<file path="src/rtl/fir_axi_filter.sv">
// 11-tap signed FIR accelerator: AXI4-Lite control/tap port, AXI4-Stream in/out,
// coefficients and a circular sample history kept in two external registered-read RAMs.
module fir_axi_filter #(
   parameter int pADDR_WIDTH = 12,
   parameter int pDATA_WIDTH = 32,
   parameter int Tape_Num    = 11
) (
   input  logic                   axis_clk,
   input  logic                   axis_rst,
   // AXI4-Lite write
   input  logic                   awvalid,
   output logic                   awready,
   input  logic [pADDR_WIDTH-1:0] awaddr,
   input  logic                   wvalid,
   output logic                   wready,
   input  logic [pDATA_WIDTH-1:0] wdata,
   // AXI4-Lite read
   input  logic                   arvalid,
   output logic                   arready,
   input  logic [pADDR_WIDTH-1:0] araddr,
   output logic                   rvalid,
   input  logic                   rready,
   output logic [pDATA_WIDTH-1:0] rdata,
   // AXI4-Stream in
   input  logic                   ss_tvalid,
   output logic                   ss_tready,
   input  logic [pDATA_WIDTH-1:0] ss_tdata,
   input  logic                   ss_tlast,
   // AXI4-Stream out
   output logic                   sm_tvalid,
   input  logic                   sm_tready,
   output logic [pDATA_WIDTH-1:0] sm_tdata,
   output logic                   sm_tlast,
   // tap RAM
   output logic [3:0]             tap_WE,
   output logic                   tap_EN,
   output logic [pDATA_WIDTH-1:0] tap_Di,
   output logic [pADDR_WIDTH-1:0] tap_A,
   input  logic [pDATA_WIDTH-1:0] tap_Do,
   // data RAM
   output logic [3:0]             data_WE,
   output logic                   data_EN,
   output logic [pDATA_WIDTH-1:0] data_Di,
   output logic [pADDR_WIDTH-1:0] data_A,
   input  logic [pDATA_WIDTH-1:0] data_Do
);

   localparam int AW = pADDR_WIDTH;
   localparam int DW = pDATA_WIDTH;
   localparam logic [3:0] LAST_IDX = 4'(Tape_Num - 1);
   localparam logic [3:0] MAC_END  = 4'(Tape_Num);

   localparam logic [AW-1:0] ADDR_CTRL = AW'(12'h000);
   localparam logic [AW-1:0] ADDR_LEN  = AW'(12'h010);

   typedef enum logic [2:0] {
      S_IDLE, S_CLEAR, S_WAIT_IN, S_MAC, S_OUT, S_DONE
   } state_t;

   state_t state_reg, state_next;

   logic           aw_ack_reg;
   logic           arready_reg;
   logic           rd_stage_reg;
   logic           rd_tap_reg;
   logic [DW-1:0]  rd_misc_reg;
   logic           rvalid_reg;
   logic [DW-1:0]  rdata_reg;
   logic           ap_done_reg;
   logic [DW-1:0]  len_reg;
   logic [3:0]     cnt_reg;
   logic [3:0]     ptr_reg;
   logic [3:0]     didx_reg;
   logic [DW-1:0]  acc_reg;
   logic [DW-1:0]  out_cnt_reg;

   logic           is_idle;
   logic           wr_fire;
   logic           wr_tap;
   logic           start_fire;
   logic           rd_tap_issue;
   logic           rd_busy;
   logic           arready_next;
   logic           mac_issue;
   logic           last_out;
   logic [DW-1:0]  prod;
   logic [DW-1:0]  ctrl_word;
   logic           unused_inputs;

   // The stream length is set by data_length alone; ss_tlast carries no control meaning.
   assign unused_inputs = ss_tlast;

   function automatic logic is_tap_addr(input logic [AW-1:0] a);
      return (a[1:0] == 2'b00) &&
             (a[AW-1:2] >= (AW-2)'(8)) &&
             (a[AW-1:2] <= (AW-2)'(8 + Tape_Num - 1));
   endfunction

   function automatic logic [AW-1:0] tap_byte_addr(input logic [AW-1:0] a);
      return a - AW'(32);
   endfunction

   function automatic logic [AW-1:0] word_addr(input logic [3:0] w);
      return {{(AW-6){1'b0}}, w, 2'b00};
   endfunction

   assign is_idle      = (state_reg == S_IDLE);
   assign wr_fire      = aw_ack_reg;
   assign wr_tap       = wr_fire && is_idle && is_tap_addr(awaddr);
   assign start_fire   = wr_fire && is_idle && (awaddr == ADDR_CTRL) && wdata[0];
   assign rd_tap_issue = arready_reg && is_idle && is_tap_addr(araddr);
   assign mac_issue    = (state_reg == S_MAC) && (cnt_reg <= LAST_IDX);
   assign last_out     = (out_cnt_reg + DW'(1)) >= len_reg;
   assign prod         = $signed(tap_Do) * $signed(data_Do);
   assign ctrl_word    = is_idle ? {{(DW-3){1'b0}}, 1'b1, ap_done_reg, 1'b0} : '0;

   // Host writes and host reads are kept mutually exclusive so the tap RAM port never collides.
   assign rd_busy      = arready_reg || rd_stage_reg || rvalid_reg;
   assign arready_next = arvalid && !rd_busy && !(awvalid && wvalid) && !aw_ack_reg;

   assign awready = aw_ack_reg;
   assign wready  = aw_ack_reg;
   assign arready = arready_reg;
   assign rvalid  = rvalid_reg;
   assign rdata   = rdata_reg;

   // ---------------- FSM: state register ----------------
   always_ff @(posedge axis_clk or posedge axis_rst) begin
      if (axis_rst) state_reg <= S_IDLE;
      else          state_reg <= state_next;
   end

   // ---------------- FSM: next state ----------------
   always_comb begin
      state_next = state_reg;
      case (state_reg)
         S_IDLE:    if (start_fire)            state_next = S_CLEAR;
         S_CLEAR:   if (cnt_reg == LAST_IDX)   state_next = S_WAIT_IN;
         S_WAIT_IN: if (ss_tvalid)             state_next = S_MAC;
         S_MAC:     if (cnt_reg == MAC_END)    state_next = S_OUT;
         S_OUT:     if (sm_tready)             state_next = last_out ? S_DONE : S_WAIT_IN;
         S_DONE:                               state_next = S_IDLE;
         default:                              state_next = S_IDLE;
      endcase
   end

   // ---------------- FSM: outputs and RAM port steering ----------------
   always_comb begin
      ss_tready = (state_reg == S_WAIT_IN);
      sm_tvalid = (state_reg == S_OUT);
      sm_tdata  = (state_reg == S_OUT) ? acc_reg : '0;
      sm_tlast  = (state_reg == S_OUT) && last_out;

      tap_EN = 1'b0;
      tap_WE = 4'h0;
      tap_Di = '0;
      tap_A  = '0;
      if (mac_issue) begin
         tap_EN = 1'b1;
         tap_A  = word_addr(cnt_reg);
      end else if (wr_tap) begin
         tap_EN = 1'b1;
         tap_WE = 4'hf;
         tap_Di = wdata;
         tap_A  = tap_byte_addr(awaddr);
      end else if (rd_tap_issue) begin
         tap_EN = 1'b1;
         tap_A  = tap_byte_addr(araddr);
      end

      data_EN = 1'b0;
      data_WE = 4'h0;
      data_Di = '0;
      data_A  = '0;
      if (state_reg == S_CLEAR) begin
         data_EN = 1'b1;
         data_WE = 4'hf;
         data_A  = word_addr(cnt_reg);
      end else if (ss_tready && ss_tvalid) begin
         data_EN = 1'b1;
         data_WE = 4'hf;
         data_Di = ss_tdata;
         data_A  = word_addr(ptr_reg);
      end else if (mac_issue) begin
         data_EN = 1'b1;
         data_A  = word_addr(didx_reg);
      end
   end

   // ---------------- engine datapath ----------------
   always_ff @(posedge axis_clk or posedge axis_rst) begin
      if (axis_rst) begin
         cnt_reg     <= '0;
         ptr_reg     <= '0;
         didx_reg    <= '0;
         acc_reg     <= '0;
         out_cnt_reg <= '0;
      end else begin
         case (state_reg)
            S_IDLE: if (start_fire) begin
               cnt_reg     <= '0;
               ptr_reg     <= '0;
               out_cnt_reg <= '0;
            end
            S_CLEAR: cnt_reg <= cnt_reg + 4'd1;
            S_WAIT_IN: if (ss_tvalid) begin
               cnt_reg  <= '0;
               didx_reg <= ptr_reg;
               acc_reg  <= '0;
            end
            S_MAC: begin
               // Reads issued at cnt k return at k+1, so accumulation lags issue by one cycle.
               cnt_reg <= cnt_reg + 4'd1;
               if (cnt_reg <= LAST_IDX)
                  didx_reg <= (didx_reg == 4'd0) ? LAST_IDX : didx_reg - 4'd1;
               if (cnt_reg != 4'd0)
                  acc_reg <= acc_reg + prod;
            end
            S_OUT: if (sm_tready) begin
               out_cnt_reg <= out_cnt_reg + DW'(1);
               ptr_reg     <= (ptr_reg == LAST_IDX) ? 4'd0 : ptr_reg + 4'd1;
            end
            default: ;
         endcase
      end
   end

   // ---------------- control registers ----------------
   always_ff @(posedge axis_clk or posedge axis_rst) begin
      if (axis_rst) begin
         len_reg     <= '0;
         ap_done_reg <= 1'b0;
      end else begin
         if (wr_fire && is_idle && (awaddr == ADDR_LEN))
            len_reg <= wdata;
         if (state_reg == S_DONE)
            ap_done_reg <= 1'b1;
         else if (start_fire || (arready_reg && is_idle && (araddr == ADDR_CTRL)))
            ap_done_reg <= 1'b0;
      end
   end

   // ---------------- AXI4-Lite handshakes ----------------
   always_ff @(posedge axis_clk or posedge axis_rst) begin
      if (axis_rst) begin
         aw_ack_reg   <= 1'b0;
         arready_reg  <= 1'b0;
         rd_stage_reg <= 1'b0;
         rd_tap_reg   <= 1'b0;
         rd_misc_reg  <= '0;
         rvalid_reg   <= 1'b0;
         rdata_reg    <= '0;
      end else begin
         aw_ack_reg  <= awvalid && wvalid && !aw_ack_reg;
         arready_reg <= arready_next;
         if (arready_reg) begin
            rd_stage_reg <= 1'b1;
            rd_tap_reg   <= rd_tap_issue;
            if (araddr == ADDR_CTRL)     rd_misc_reg <= ctrl_word;
            else if (araddr == ADDR_LEN) rd_misc_reg <= len_reg;
            else                         rd_misc_reg <= '0;
         end else if (rd_stage_reg) begin
            rd_stage_reg <= 1'b0;
            rvalid_reg   <= 1'b1;
            rdata_reg    <= rd_tap_reg ? tap_Do : rd_misc_reg;
         end else if (rvalid_reg && rready) begin
            rvalid_reg <= 1'b0;
         end
      end
   end

endmodule

</file>
<file path="config.mk">
export PLATFORM = sky130hd
export DESIGN_NAME = fir_axi_filter
export DESIGN_NICKNAME = d
export VERILOG_FILES = /design/src/rtl/fir_axi_filter.sv
export SDC_FILE = /design/constraint.sdc
export NUM_CORES = 2
export LEC_CHECK = 0
export BUFFER_PORTS_ARGS = -buffer_cell sky130_fd_sc_hd__buf_4
export CORE_MARGIN = 2
export CORE_UTILIZATION = 55
export CTS_CLUSTER_DIAMETER = 80
export DETAILED_ROUTE_END_ITERATION = 8
export PLACE_DENSITY_LB_ADDON = 0.25
export SETUP_SLACK_MARGIN = 0.5
export SLEW_MARGIN = 20
export SYNTH_ARGS = -nofsm -noshare
export SYNTH_HDL_FRONTEND = slang
export SYNTH_SLANG_ARGS = --single-unit
</file>
<file path="constraint.sdc">
create_clock -name axis_clk -period 6.8 [get_ports axis_clk]
set_input_delay 1.36 -clock axis_clk [delete_from_list [all_inputs] [get_ports axis_clk]]
set_output_delay 1.36 -clock axis_clk [all_outputs]
set_load 0.01 [all_outputs]
</file>
## Word level (Yosys, flattened, before mapping)

Index checks and enable logic that the tools add are counted.

| word-level totals | value |
|---|---|
| bits in writable memories | 0 |
| bits in read-only memories | 0 |
| latch bits | 0 |
| memories kept | 0 |
| input port bits | 161 |
| bits in registers | 181 |
| logic and storage cells | 147 |
| output and inout port bits | 169 |

| operators by class | value |
|---|---|
| add/sub/neg operators | 7 |
| equal/unequal tests | 17 |
| reduce and logical (&&, ||, !) cells | 47 |
| shift operators | 0 |
| multiply operators | 1 |
| mux-type cells | 53 |
| bitwise gates (word level) | 1 |
| divide/modulo/power cells | 0 |
| $lt $le $gt $ge | 6 |

Operators with widths:

| kind | number |
|---|---|
| $mux 32 | 12 |
| $pmux 32 s2 | 2 |
| $mux 4 | 11 |
| $mux 12 | 3 |
| $add 32x1->32 const B | 1 |
| $add 32x32->32 | 1 |
| $ge 32x32->1 | 1 |
| $mul 32x32->32 | 1 |
| $eq 12x5->1 const B | 2 |
| $logic_not 12->1 | 2 |
| $sub 12x6->12 const B | 2 |
| $logic_and 1x1->1 | 21 |
| $mux 3 | 7 |
| $ge 10x4->1 const B | 2 |
| $le 10x5->1 const B | 2 |
| $mux 6 | 3 |
| $pmux 4 s2 | 2 |
| $pmux 3 s5 | 1 |
| $eq 4x4->1 const B | 3 |
| $pmux 4 s3 | 1 |
| $reduce_and 3->1 | 4 |
| $mux 1 | 11 |
| $ne 2x1->1 const B | 5 |
| $add 4x1->4 const B | 2 |
| 18 further kinds | 30 |

## Depth between registers and ports, before layout

| logic depth | value |
|---|---|
| depth in word-level cells | 7 |
| gate-level depth with buffers | 28 |
| depth with buffers taken out | 25 |

## Worst setup path after synthesis

Ideal clock, no wire load.

| timing | value |
|---|---|
| path kind | input to register |
| from | in tap_Do[14] |
| to | reg acc_reg[31] |
| setup time | 135 ps |
| stages on the path | 26 |
| arrival | 7,798 ps |
| path buffers | 3 |
| setup slack | -1,134 ps |
| required time | 6,665 ps |
| cells stage by stage | clkbuf_1 clkbuf_1 and2_1 fa_1 fa_1 fa_1 inv_1 fa_1 inv_1 fa_1 fa_1 fa_1 inv_1 fa_1 inv_1 ha_1 clkbuf_1 a21o_1 a211oi_1 o21ai_0 a31oi_1 o21ai_0 a221oi_1 o31a_1 xnor2_1 o21ai_0 |

| between the ends | value |
|---|---|
| cells in the longest elaborated chain, start to end | 4 |

RTL lines:

| item | RTL line | RTL |
|---|---|---|
| from (decl) | 39 | `input logic [pDATA_WIDTH-1:0] tap_Do,` |
| $mul 32x32->32 | 114 | `assign prod = $signed(tap_Do) * $signed(data_Do);` |
| $add 32x32->32 | 217 | `acc_reg <= acc_reg + prod;` |
| $mux 32 | 216 | `if (cnt_reg != 4'd0)` |
| $pmux 32 s2 | 199 | `case (state_reg)` |
| to (signal assigned) | 217 |  |
| to (decl) | 74 | `logic [DW-1:0] acc_reg;` |

No other way between the ends. The select of a mux whose other input is x is not followed.
A chain may end at the register's enable or synchronous reset.

## Worst setup path in the final report

| timing | value |
|---|---|
| from | in tap_Do[20] |
| to | reg acc_reg[31] |

Same word-level chain as after synthesis.

==> impl_results.md <==
* Post-route cell area at roughly 0.033 sq mm
* Layout cells sized above 1 at between 20% and 30%
* Seq/Total Area, Yosys at 16.69%
* Die X at 226.1 um
* Type of the worst setup path: primary input to flip-flop
* Reg-to-reg slack, setup at 0.12 ns
* Fraction of the mapped netlist area in adder cells at roughly two fifths
* Compound-Gate Fraction of Synth Area at approximately 7.6%
* Remaining DRCs at 0
* Setup violators final at 15
* CTS Buf Count at 17
* Filler Cells Inserted at around 3800
* Post-synthesis register bit count at approximately 180
* Yosys warnings at 0
* Count of final max-slew check failures at 0
* Failing checks: setup timing
* Async SR Flop Fraction at between 90% and 100%
* Worst-path fanout max at 5
* Hold Crit Class: flip-flop to flip-flop
* WL per Instance at 19.77 um
* CTS root buffer: clkbuf_16
* Initial core utilization at 55.56%
* Hold endpoint: rdata[6]$_DFFE_PP0P_
* Worst Setup Start Kind: primary input
* Multiplexer area fraction after synthesis at approximately 2.6%
* Die area at 0.05114 sq mm
* Boundary Pins at 330
* Area Overhead vs Synth at 23.08%
* Routability-driven placement congestion ratio at 0.9598
* Max Clk Rate at 136.6 MHz
* Status: finished, violations left
* Mean Syn Cell Area at 9.092 sq um
* Hold Path Depth at 2
* Min Hold Slack at 0.4838 ns
* Post-route minimum period at 7.318 ns
* Initial antenna violation count at 6
* Yosys top cell by area: fa_1
* Cell row count at 81
* GRT Total Usage at 32.65%
* WL final at 80.45 mm
* RSZ-0062 raised after global routing: true
* CTS tree: built
* Die Y at 226.1 um
* Most common cell in the netlist: inv_1
* Synth Area in XOR/XNOR at 3.647%
* Post-synthesis cell type count at 68
* Antenna Nets Post-Route at 0
* GR Overflow Total at 0
* Hold path start: rdata[6]$_DFFE_PP0P_
* CP max stage cell: fa_1
* Cell count after placement at 4002
* Pin count of the biggest net entering global routing at roughly 180
* Least-Margin Pin Slew at 1.112 ns
* Vias at 22204
* Via density per instance at 5.457
* Most used cell, CP: fa_1
* Post-Layout Cell Count at about 4100
* Setup ws final at -0.5180 ns
* Ys flop type: dfrtp_1
* Max Root-Sink Buffers at 2
* Nets at 4185
* Area share of the largest cell type after synthesis at 32.31%
* Iteration-0 DRC Markers at 1551
* Final setup skew at 0.01860 ns
* Period utilisation layout at 107.6%
* Critical path endpoint category: flip-flop
* Worst Path Arrival at around 7.7 ns
* R2R depth at 23
* Worst-Skew Late Latency at 0.50 ns
* Core area at 0.04885 sq mm
* Slew Limit Headroom at 25.32%
* Placed Instance Area at 0.03148 sq mm
* HPWL after detailed placement at about 64 mm
* DR pass1 iterations at 8
* Crit Reg-Reg Endpoint: acc_reg[31]$_DFFE_PP0P_
* CTS H-Tree Depth at 4
* Worst-path clk slew at around 0.080 ns
* Post-synth EDFFs at 0
* Crit Reg-Reg Startpoint: acc_reg[21]$_DFFE_PP0P_
* Simple-Gate Fraction of Synth Area at 17.46%
* Vias in the first global route at 23538
* Largest cells by area after synthesis: fa_1 (32%), dfrtp_1 (17%), ha_1 (9.0%)
* Synth Cell Area at 0.02714 sq mm
* Commonest cells post-synth: inv_1 (584), fa_1 (438), and2_1 (381), nand2_1 (340), ha_1 (195)
* Worst EP required at 7.15 ns
* IO Port Bufs at around 320
* First-pass GRT wire length at 126.8 mm
* Cell count after synthesis at 2985
* Critical path's largest stage delay at 0.53 ns
* Main combinational cell family by area after synthesis: adder cells
* Total of max-cap violations at 0
* Clk sinks at about 180
* Fin. Hold Viols at 0
## layout make-up
class	count	area, sq um	share of cell area [%]
antenna	1	2.502	0.007491
inverter	584	2197	6.577
sequential	181	4531	13.56
tap	664	830.8	2.487
clock inverter	15	203.9	0.6105
multi-input combinational	2060	20590	61.65
timing repair buffer	547	4621	13.83
clock buffer	17	425.4	1.273
## cells in the final DEF (no fill, tap or decap), types with 74 or more instances in the layout
cell	instances
xnor2_1	78
dfrtp_1	180
inv_1	556
ha_1	167
and2_1	354
o21ai_0	107
nand2_1	338
buf_4	480
nor2_1	74
fa_1	411
## layer usage
metal / wire (um) / GRT usage (%)
met5: 67 / 0
met4: 3357 / 12.99
met3: 5421 / 5.582
met2: 40050 / 55.64
met1: 31550 / 41.51
## logic make-up (layout without fill, tap and decap cells)
group / after synthesis / in the layout
AO/OA/AOI/OAI: 310 / 310
XOR/XNOR: 113 / 113
buffers and inverters: 755 / 1163
flip-flops: 181 / 181
multiplexers: 67 / 67
other: 1 / 13
AND/OR/NAND/NOR: 925 / 925
adder cells (fa/ha/maj): 633 / 633
## worst max-delay path by stage
stage                     startpoint                 endpoint  slack [ns]  cells past startpoint
after floorplan           tap_Do[13]  acc_reg[31]$_DFFE_PP0P_       -0.72                     26
after global placement    data_Do[1]  acc_reg[31]$_DFFE_PP0P_       -1.16                     26
after detailed placement  data_Do[1]  acc_reg[30]$_DFFE_PP0P_       -1.25                     22
after CTS                 data_Do[5]  acc_reg[31]$_DFFE_PP0P_       -0.53                     25
after global routing      data_Do[1]  acc_reg[31]$_DFFE_PP0P_       -0.71                     26
final                     tap_Do[20]  acc_reg[31]$_DFFE_PP0P_       -0.52                     25
## worst max-delay path, delay by kind of cell
family	cells	cell delay (ns)
compound gates	7	1.11
simple gates	2	0.34
xor+xnor	1	0.12
buf+inv	6	0.51
fa+ha+maj	9	4.20
## stage by stage
step           worst slack (ns)  TNS, ns  utilization, %
2_1_floorplan           -0.7235   -5.734               -
3_3_place_gp             -1.158   -13.70           64.45
3_5_place_dp             -1.251   -15.38           64.45
4_1_cts                 -0.5292   -4.452           68.02
5_1_grt                 -0.7118   -7.761           68.38
6_report                -0.5180   -5.223           68.39
## timing repair
item                                    4_1_cts  5_1_grt
endpoints found under the hold margin         0        0
pin swaps                                   101       33
cloned                                        3        0
resized for setup                           189       25
hold buffers                                  0        0
setup buffers                                25        5
endpoints found under the setup margin       22       23
Power is not shown: default switching activity piles up to over one toggle a cycle in this logic, so the estimate is an artifact.
